**src/rtl/alu_issue_ctrl.sv**
```systemverilog
// alu_issue_ctrl: command FIFO and single-issue sequencer in front of the
// unsigned 8-bit ALU. Each command is popped, issued for one cycle, and its
// registered result is captured and returned with the command's tag.
// Illegal opcodes (110/111) are answered with an error and never issued.
// Optional feature macro: ALU_ISSUE_B2B_EN pops the next command on the
// response handshake and skips the IDLE cycle.
module alu_issue_ctrl #(
    parameter int DEPTH = 4,
    parameter int TAG_W = 4
) (
    input  logic             CLK,
    input  logic             rst_n,
    input  logic             cmd_valid_i,
    output logic             cmd_ready_o,
    input  logic [7:0]       cmd_a_i,
    input  logic [7:0]       cmd_b_i,
    input  logic [2:0]       cmd_op_i,
    input  logic [TAG_W-1:0] cmd_tag_i,
    output logic             alu_en_o,
    output logic [7:0]       alu_a_o,
    output logic [7:0]       alu_b_o,
    output logic [2:0]       alu_op_o,
    input  logic [15:0]      alu_result_i,
    output logic             rsp_valid_o,
    input  logic             rsp_ready_i,
    output logic [15:0]      rsp_result_o,
    output logic [TAG_W-1:0] rsp_tag_o,
    output logic             rsp_err_o
);
    localparam int AW = (DEPTH > 1) ? $clog2(DEPTH) : 1;

    typedef struct packed {
        logic [7:0]       a;
        logic [7:0]       b;
        logic [2:0]       op;
        logic [TAG_W-1:0] tag;
    } cmd_t;

    typedef enum logic [1:0] {IDLE, EXEC, CAPT, RESP} state_t;

    cmd_t             mem_q [DEPTH];
    logic [AW-1:0]    wr_ptr_q, wr_ptr_d, rd_ptr_q, rd_ptr_d;
    logic [AW:0]      count_q, count_d;
    state_t           state_q, state_d;
    logic             alu_en_q, rsp_valid_q, rsp_err_q;
    logic [7:0]       alu_a_q, alu_b_q;
    logic [2:0]       alu_op_q;
    logic [TAG_W-1:0] tag_q, rsp_tag_q;
    logic [15:0]      rsp_result_q;

    logic push, pop, full, empty, head_ill;
    cmd_t head;

    // FIFO status; full blocks pushes even when a pop happens this cycle
    always_comb begin
        full        = (count_q == (AW+1)'(DEPTH));
        empty       = (count_q == '0);
        cmd_ready_o = !full;
        push        = cmd_valid_i && !full;
        head        = mem_q[rd_ptr_q];
        head_ill    = head.op[2] & head.op[1];
        wr_ptr_d    = push ? wr_ptr_q + AW'(1) : wr_ptr_q;
        rd_ptr_d    = pop  ? rd_ptr_q + AW'(1) : rd_ptr_q;
        count_d     = count_q + {{AW{1'b0}}, push} - {{AW{1'b0}}, pop};
    end

    // FIFO storage: data needs no reset, occupancy is tracked by count_q
    always_ff @(posedge CLK) begin
        if (push) mem_q[wr_ptr_q] <= {cmd_a_i, cmd_b_i, cmd_op_i, cmd_tag_i};
    end

    // FIFO pointers and occupancy
    always_ff @(posedge CLK) begin
        if (!rst_n) begin
            wr_ptr_q <= '0;
            rd_ptr_q <= '0;
            count_q  <= '0;
        end else begin
            wr_ptr_q <= wr_ptr_d;
            rd_ptr_q <= rd_ptr_d;
            count_q  <= count_d;
        end
    end

    // Sequencer next state and pop decision
    always_comb begin
        state_d = state_q;
        pop     = 1'b0;
        case (state_q)
            IDLE: begin
                if (!empty) begin
                    pop     = 1'b1;
                    state_d = head_ill ? RESP : EXEC;
                end
            end
            EXEC: state_d = CAPT;
            CAPT: state_d = RESP;
            RESP: begin
                if (rsp_ready_i) begin
`ifdef ALU_ISSUE_B2B_EN
                    if (!empty) begin
                        pop     = 1'b1;
                        state_d = head_ill ? RESP : EXEC;
                    end else begin
                        state_d = IDLE;
                    end
`else
                    state_d = IDLE;
`endif
                end
            end
            default: state_d = IDLE;
        endcase
    end

    // State, ALU drive and response registers; all outputs come from flops
    always_ff @(posedge CLK) begin
        if (!rst_n) begin
            state_q      <= IDLE;
            alu_en_q     <= 1'b0;
            alu_a_q      <= '0;
            alu_b_q      <= '0;
            alu_op_q     <= '0;
            tag_q        <= '0;
            rsp_valid_q  <= 1'b0;
            rsp_result_q <= '0;
            rsp_tag_q    <= '0;
            rsp_err_q    <= 1'b0;
        end else begin
            state_q     <= state_d;
            alu_en_q    <= (state_d == EXEC);
            rsp_valid_q <= (state_d == RESP);
            if (pop) begin
                alu_a_q  <= head.a;
                alu_b_q  <= head.b;
                alu_op_q <= head.op;
                tag_q    <= head.tag;
                // Illegal ops answer straight away with a zero result
                if (head_ill) begin
                    rsp_err_q    <= 1'b1;
                    rsp_result_q <= '0;
                    rsp_tag_q    <= head.tag;
                end
            end
            if (state_q == CAPT) begin
                rsp_result_q <= alu_result_i;
                rsp_err_q    <= 1'b0;
                rsp_tag_q    <= tag_q;
            end
        end
    end

    assign alu_en_o     = alu_en_q;
    assign alu_a_o      = alu_a_q;
    assign alu_b_o      = alu_b_q;
    assign alu_op_o     = alu_op_q;
    assign rsp_valid_o  = rsp_valid_q;
    assign rsp_result_o = rsp_result_q;
    assign rsp_tag_o    = rsp_tag_q;
    assign rsp_err_o    = rsp_err_q;

endmodule

```
**config.mk**
```make
export PLATFORM = sky130hd
export DESIGN_NAME = alu_issue_ctrl
export DESIGN_NICKNAME = d
export VERILOG_FILES = /design/src/rtl/alu_issue_ctrl.sv
export SDC_FILE = /design/constraint.sdc
export NUM_CORES = 1
export LEC_CHECK = 0
export CAP_MARGIN = 25
export CORE_MARGIN = 2
export CORE_UTILIZATION = 58
export CTS_CLUSTER_DIAMETER = 40
export DETAILED_ROUTE_END_ITERATION = 6
export HOLD_SLACK_MARGIN = 0.08
export PLACE_DENSITY = 0.93
export RECOVER_POWER = 25
export SYNTH_ARGS = -nofsm -noshare
export SYNTH_HDL_FRONTEND = slang
export SYNTH_SLANG_ARGS = --single-unit
```
**constraint.sdc**
```tcl
create_clock -name CLK -period 6.1 [get_ports CLK]
set_input_delay 0.61 -clock CLK [delete_from_list [all_inputs] [get_ports CLK]]
set_output_delay 0.61 -clock CLK [all_outputs]
set_load 0.02 [all_outputs]
```
==> results of run 1 <==
metrics by stage:
| step | instance area (sq um) | total power, mW | std cells | hold slack [ns] | worst slack (ns) |
|---|---|---|---|---|---|
| 6_report | 7330 | 3.60 | 619 | 0.472 | 3.24 |
| 5_1_grt | 7330 | 3.75 | 619 | 0.490 | 3.11 |
| 4_1_cts | 7300 | 3.59 | 618 | 0.474 | 3.31 |
| 3_5_place_dp | 6690 | 2.50 | 587 | 0.457 | 3.30 |
| 3_3_place_gp | 6610 | 2.40 | 582 | 0.450 | 3.42 |
| 2_1_floorplan | 5710 | 2.07 | 391 | 0.449 | 3.57 |
layout by cell type (no fill, tap or decap), drive strengths merged, types with 19 or more instances in the layout:
cell type / instances
nand2: 24
inv: 27
nand3: 26
mux4: 23
edfxtp: 92
dfxtp: 57
dlygate4sd3: 19
a21oi: 29
clkdlybuf4s50: 66
o21ai: 24
registers in the layout, summed over array words and instances (netlist names), named ones only:
name / cells
alu_en_o: 1
state_q: 2
count_q: 3
rsp_valid_o: 1
rsp_tag_o: 4
tag_q: 4
rsp_result_o: 16
rsp_err_o: 1
rd_ptr_q: 2
mem_q: 92
alu_b_o: 8
wr_ptr_q: 2
alu_a_o: 8
alu_op_o: 3
final timing paths:
kind / start / end / slack [ns]
max reg2reg: state_q[0] / count_q[2] / 3.24
min: rsp_result_o[1] / rsp_result_o[1] / 0.47
min reg2reg: rsp_result_o[1] / rsp_result_o[1] / 0.47
max: state_q[0] / count_q[2] / 3.24
worst reg2reg max path, delay by kind of cell (launching register included):
kind / cells / cell delay [ns]
DFF: 1 / 0.51
buffers and inverters: 1 / 0.04
adders and majority gates: 3 / 0.87
and+or+nand+nor: 3 / 1.03
xor gates and xnor gates: 2 / 0.32
synth_stat cells, drive strengths merged:
library cell  count
nand3            26
or3               1
or3b              5
and3              4
and3b             1
mux4             23
and2              3
mux2i             4
nor2              3
inv              23
fa                1
a41oi             1
a21o              2
o211ai            4
nand2            24
a211oi            1
o21ba             1
clkbuf           20
and4              1
nor3              1
nor2b             1
xnor2             2
o21ai            24
or2               1
or4               1
a21oi            29
o31ai            17
a2bb2oi           1
dfxtp            57
ha                6
buf               9
edfxtp           92
nand2b            1
and4b             1
layout make-up:
type	count	area, sq um
clock buffer	18	418
clock inverter	13	199
fill	553	2350
inverter	23	86.3
multi-input combinational	190	1590
sequential	149	3900
tap	133	166
timing repair buffer	93	968
power groups by stage:
stage	Sequential (mW)	Combinational, mW	Clock [mW]
6_report	1.38	1.13	1.08
3_3_place_gp	1.38	1.01	0
2_1_floorplan	1.47	0.600	0
4_1_cts	1.39	1.11	1.09
5_1_grt	1.40	1.22	1.14
3_5_place_dp	1.40	1.10	0
per-layer routing:
metal,track usage (%),up-vias,part of all wire [%]
met4,10.1,0,1.8
li1,-,1629,-
met1,31.4,1824,38
met2,46.1,190,53
met5,0,-,0
met3,6.72,25,7.2
kinds of logic after synthesis:
family                     Yosys count
xor gates and xnor gates             2
adders and majority gates            7
AOI/OAI and AO/OA                   80
buffers and inverters               52
DFF                                149
muxes                               27
and+or+nand+nor                     74
==> impl_metrics.yaml, run 1 <==
grt:
  grt_antenna_before_repair: 0
  grt_pass1_vias: 3755
  grt_pass1_wl_microns: 20100
  grt_overflow_total: 0
  grt_max_degree: 32
  grtUsageTotal_pct: 26.3
timing:
  setup_viol: 0
  slew_violations: 0
  fin_setup_tns_ns: 0
  skew_ns: 0.00660
  min_period_ns: 2.86
  rsz0062_at_grt: "false"
  relSlewSlack_pct: 28.3
  max_freq_mhz: 349
  post-route-period-util_pct: 46.9
  hold_viol: 0
  worst_pin_slew_ns: 1.07
drt:
  drc_errors: 0
  finalWirelength_microns: 13300
  ant_nets: 0
  viasPerCell: 5.93
  drt_iter0_drc: 303
  dr.pass1.iters: 5
  num_vias: 3668
  wl_per_cell_microns: 21.5
finish:
  nets: 524
  drive_gt1_share_pct: 16.5
  antenna_cells: 0
  areaGrowthSynthToFinish_pct: 28.3
  utilization_pct: 75.7
floorplanning:
  die_x_microns: 103
  chipHeight_microns: 103
  start_util_pct: 59.0
  core.rowCount: 36
  core_sq_um: 9680
  dieArea_sq_um: 10700
  io_pins: 86
logic_synthesis:
  yosys.area_share.adder_pct: 1.66
  synth-simple-area-share_pct: 6.77
  avgSynthCellArea_sq_um: 14.6
  yosys-top-cells-area: "edfxtp_1, dfxtp_1, mux4_2"
  syn_inst: 391
  yosysWarnings: 0
  synth_xor_area_share_pct: 0.307
  ys_types: 38
  synth_compound_area_share_pct: 9.20
  synthesis.area_sq_um: 5710
  synth_seq_area_share_pct: 68.3
  yosysTopAreaCell: "edfxtp_1"
  yosysTopAreaCellShare_pct: 48.4
  synth-seq-cells: 149
  synthMuxAreaShare_pct: 9.77
  syn_nets: 441
  synth_top_family_by_area: "multiplexers"
worst_setup_path:
  cpLargestDelayFamily: "simple AND/OR/NAND/NOR gates"
  crit_type: "flop to flop"
  endpoint_kind: "flop"
  worst-path-max-fanout: 27
  crit_cells: 9
  path_buf_inv: 1
  required_ns: 6.52
  cp-start-kind: "flop"
  critPathMaxStageDelay_ns: 0.75
  worst_ep_arrival_time_ns: 3.28
  crit_path_top_delay_cell: "or2_1"
  r2r_cells: 9
  crit_chain: "or2_1 > nor2_1 > ha_1 > inv_1 > ha_1 > fa_1 > xnor2_1 > xnor2_1 > and2_1"
power_and_ir_drop:
  switching_power_mw: 1.18
  p_leak_nw: 2.49
  p_sw_share_pct: 32.8
  power_density_nw_per_um2: 491
  pwr-share-clk_pct: 30.1
  power_frac_comb_pct: 31.5
  seqPwrFrac_pct: 38.4
  vdd_drop_max_v: 0.000319
  p_int_mw: 2.42
clock_tree:
  cts-resized-gates: 0
  post-cts-setup-buffer-count: 0
  htree_levels: 4
  cts_hold_buf: 0
  clk_pin_slew_worst_paths_ns: 0.06
  cts_tree: "done"
  insertion_delay_ns: 0.53
  root_buffer: "clkbuf_8"
  clockBufferDepth: 2
  cts-buffers-inserted: 17
  cts.sinks: 149
run:
  drv_cap: 0
min_path:
  worst_hold_path.num_cells: 2
  min_path_type: "flop to flop"
place:
  routabilityCongestion: 0.788
  portBuffers: 85
  hpwl_microns: 8540
outcome:
  outcome: "finished, final reports clean"
Note: power is estimated with default switching activity, not from simulation.
==> inputs of run 2 (changes only) <==
Settings changed: CORE_UTILIZATION 58 to 53, PLACE_DENSITY 0.93 to 0.86.
Clock period 6.1 ns to 2.82 ns, I/O delays scaled along.
==> impl_metrics.yaml, run 2 (synthesized netlist as in run 1, its figures left out) <==
finish:
  nets: 527
  largest_reg_flops: 92
  drive_gt1_share_pct: 17.1
  final_area_sq_um: 7260
  areaGrowthSynthToFinish_pct: 27.0
  top_register: "mem_q"
  mostFrequentLayoutCell: "edfxtp_1"
  most-common-layout-cells: "edfxtp_1, clkdlybuf4s50_1, dfxtp_1, a21oi_1, nand3_1"
  antenna_cells: 0
grt:
  grt_overflow_total: 0
  use_met1_pct: 28.4
  grt_busiest_layer: "met2"
  use_met2_pct: 36.1
  grtUsageTotal_pct: 22.3
  grt_pass1_vias: 3755
  grt_antenna_before_repair: 0
  grt_pass1_wl_microns: 19200
  use_met3_pct: 5.87
  grt_max_degree: 31
power_and_ir_drop:
  p_int_mw: 4.98
  finalPower_mw: 7.57
  vdd_drop_max_v: 0.000543
  pwr-share-clk_pct: 28.7
  power_frac_comb_pct: 31.9
  p_leak_nw: 2.48
  power_density_nw_per_um2: 1040
  p_sw_share_pct: 34.2
  switching_power_mw: 2.59
  seqPwrFrac_pct: 39.4
place:
  hpwl_microns: 7450
  place_area_sq_um: 6680
  portBuffers: 85
  routabilityCongestion: 0.735
drt:
  ant_nets: 0
  num_vias: 3654
  finalWirelength_microns: 12300
  drt_iter0_drc: 277
  viasPerCell: 5.84
  dr.pass1.iters: 5
  wl_per_cell_microns: 19.7
  drc_errors: 0
worst_setup_path:
  crit_type: "flop to flop"
  worst_ep_arrival_time_ns: 2.80
  endpoint_kind: "flop"
  worst-path-max-fanout: 10
  cp-start-kind: "flop"
  reg2reg_slack_ns: 0.43
  required_ns: 3.23
timing:
  relSlewSlack_pct: 43.7
  setup_viol: 0
  fin_setup_tns_ns: 0
  rsz0062_at_grt: "false"
  worst_pin_slew_ns: 0.845
  min_period_ns: 2.39
  max_freq_mhz: 419
  post-route-period-util_pct: 84.7
  hold_viol: 0
  skew_ns: 0.00828
  slew_violations: 0
clock_tree:
  root_buffer: "clkbuf_8"
  cts_hold_buf: 0
  clk_pin_slew_worst_paths_ns: 0.06
  cts.sinks: 149
  cts_tree: "done"
  post-cts-setup-buffer-count: 0
  clockBufferDepth: 2
  insertion_delay_ns: 0.52
  cts-buffers-inserted: 17
  htree_levels: 4
  cts-resized-gates: 0
floorplanning:
  start_util_pct: 54.8
  chipHeight_microns: 108
  die_x_microns: 108
  core.rowCount: 37
  dieArea_sq_um: 11600
  io_pins: 86
  core_sq_um: 10400
min_path:
  min_path_type: "primary input to flop"
outcome:
  outcome: "finished, final reports clean"
run:
  drv_cap: 0
-- run 2: cell types whose count changed in the layout (fill, tap and decap cells not counted), moves of 2 or more --
| cell | before | now |
|---|---|---|
| bufinv_16 | 4 | 1 |
| clkinv_4 | 3 | 1 |
| buf_4 | 2 | 11 |
| inv_8 | 1 | 5 |
| inv_6 | 3 | 6 |
| buf_8 | 5 | 0 |
-- run 2: critical path, stage by stage, from the launching register on --
cell and delay, ns:
dfxtp_1 0.39, or3b_2 0.57, nand2_1 0.11, ha_1 0.14, inv_1 0.05, ha_1 0.19, fa_1 0.39, xnor2_1 0.16
xnor2_1 0.13, and2_1 0.15
-- run 2: worst paths after layout --
kind / endpoint / cells past startpoint / start
setup / recovery: count_q[2] / 9 / count_q[2]
hold / removal: rsp_result_o[3] / 3 / alu_result_i[3]
setup reg to reg: count_q[2] / 9 / count_q[2]
hold reg to reg: rsp_tag_o[0] / 2 / rsp_tag_o[0]
-- run 2: layout make-up --
class / instances / area [sq um]
tap: 136 / 170
inverter: 23 / 86.3
multi-input combinational: 190 / 1590
timing repair buffer: 96 / 933
sequential: 149 / 3900
clock buffer: 18 / 418
clock inverter: 14 / 155
fill: 685 / 3160
-- run 2: per-stage QoR --
| step | hold slack, ns | worst slack (ns) | instances | utilization, % |
|---|---|---|---|---|
| 6_report | 0.336 | 0.431 | 626 | 69.7 |
| 3_3_place_gp | 0.451 | 0.487 | 594 | 64.2 |
| 3_5_place_dp | 0.457 | 0.366 | 594 | 64.2 |
| 4_1_cts | 0.317 | 0.435 | 626 | 69.7 |
| 2_1_floorplan | 0.381 | 0.287 | 391 | - |
| 5_1_grt | 0.330 | 0.309 | 626 | 69.7 |
-- run 2: power by group through the flow --
stage	sequential (mW)	combinational [mW]	clock, mW
CTS	2.98	2.41	2.20
detailed placement	3.02	2.38	0
global placement	2.99	2.30	0
global route	3.03	2.57	2.30
finish	2.99	2.42	2.17
floorplan	3.17	1.30	0
-- run 2: per-layer routing --
layer / vias to the layer above / part of all wire, %
met3: 22 / 8.3
li1: 1645 / -
met1: 1797 / 41
met2: 190 / 49
met4: 0 / 1.8
met5: - / 0
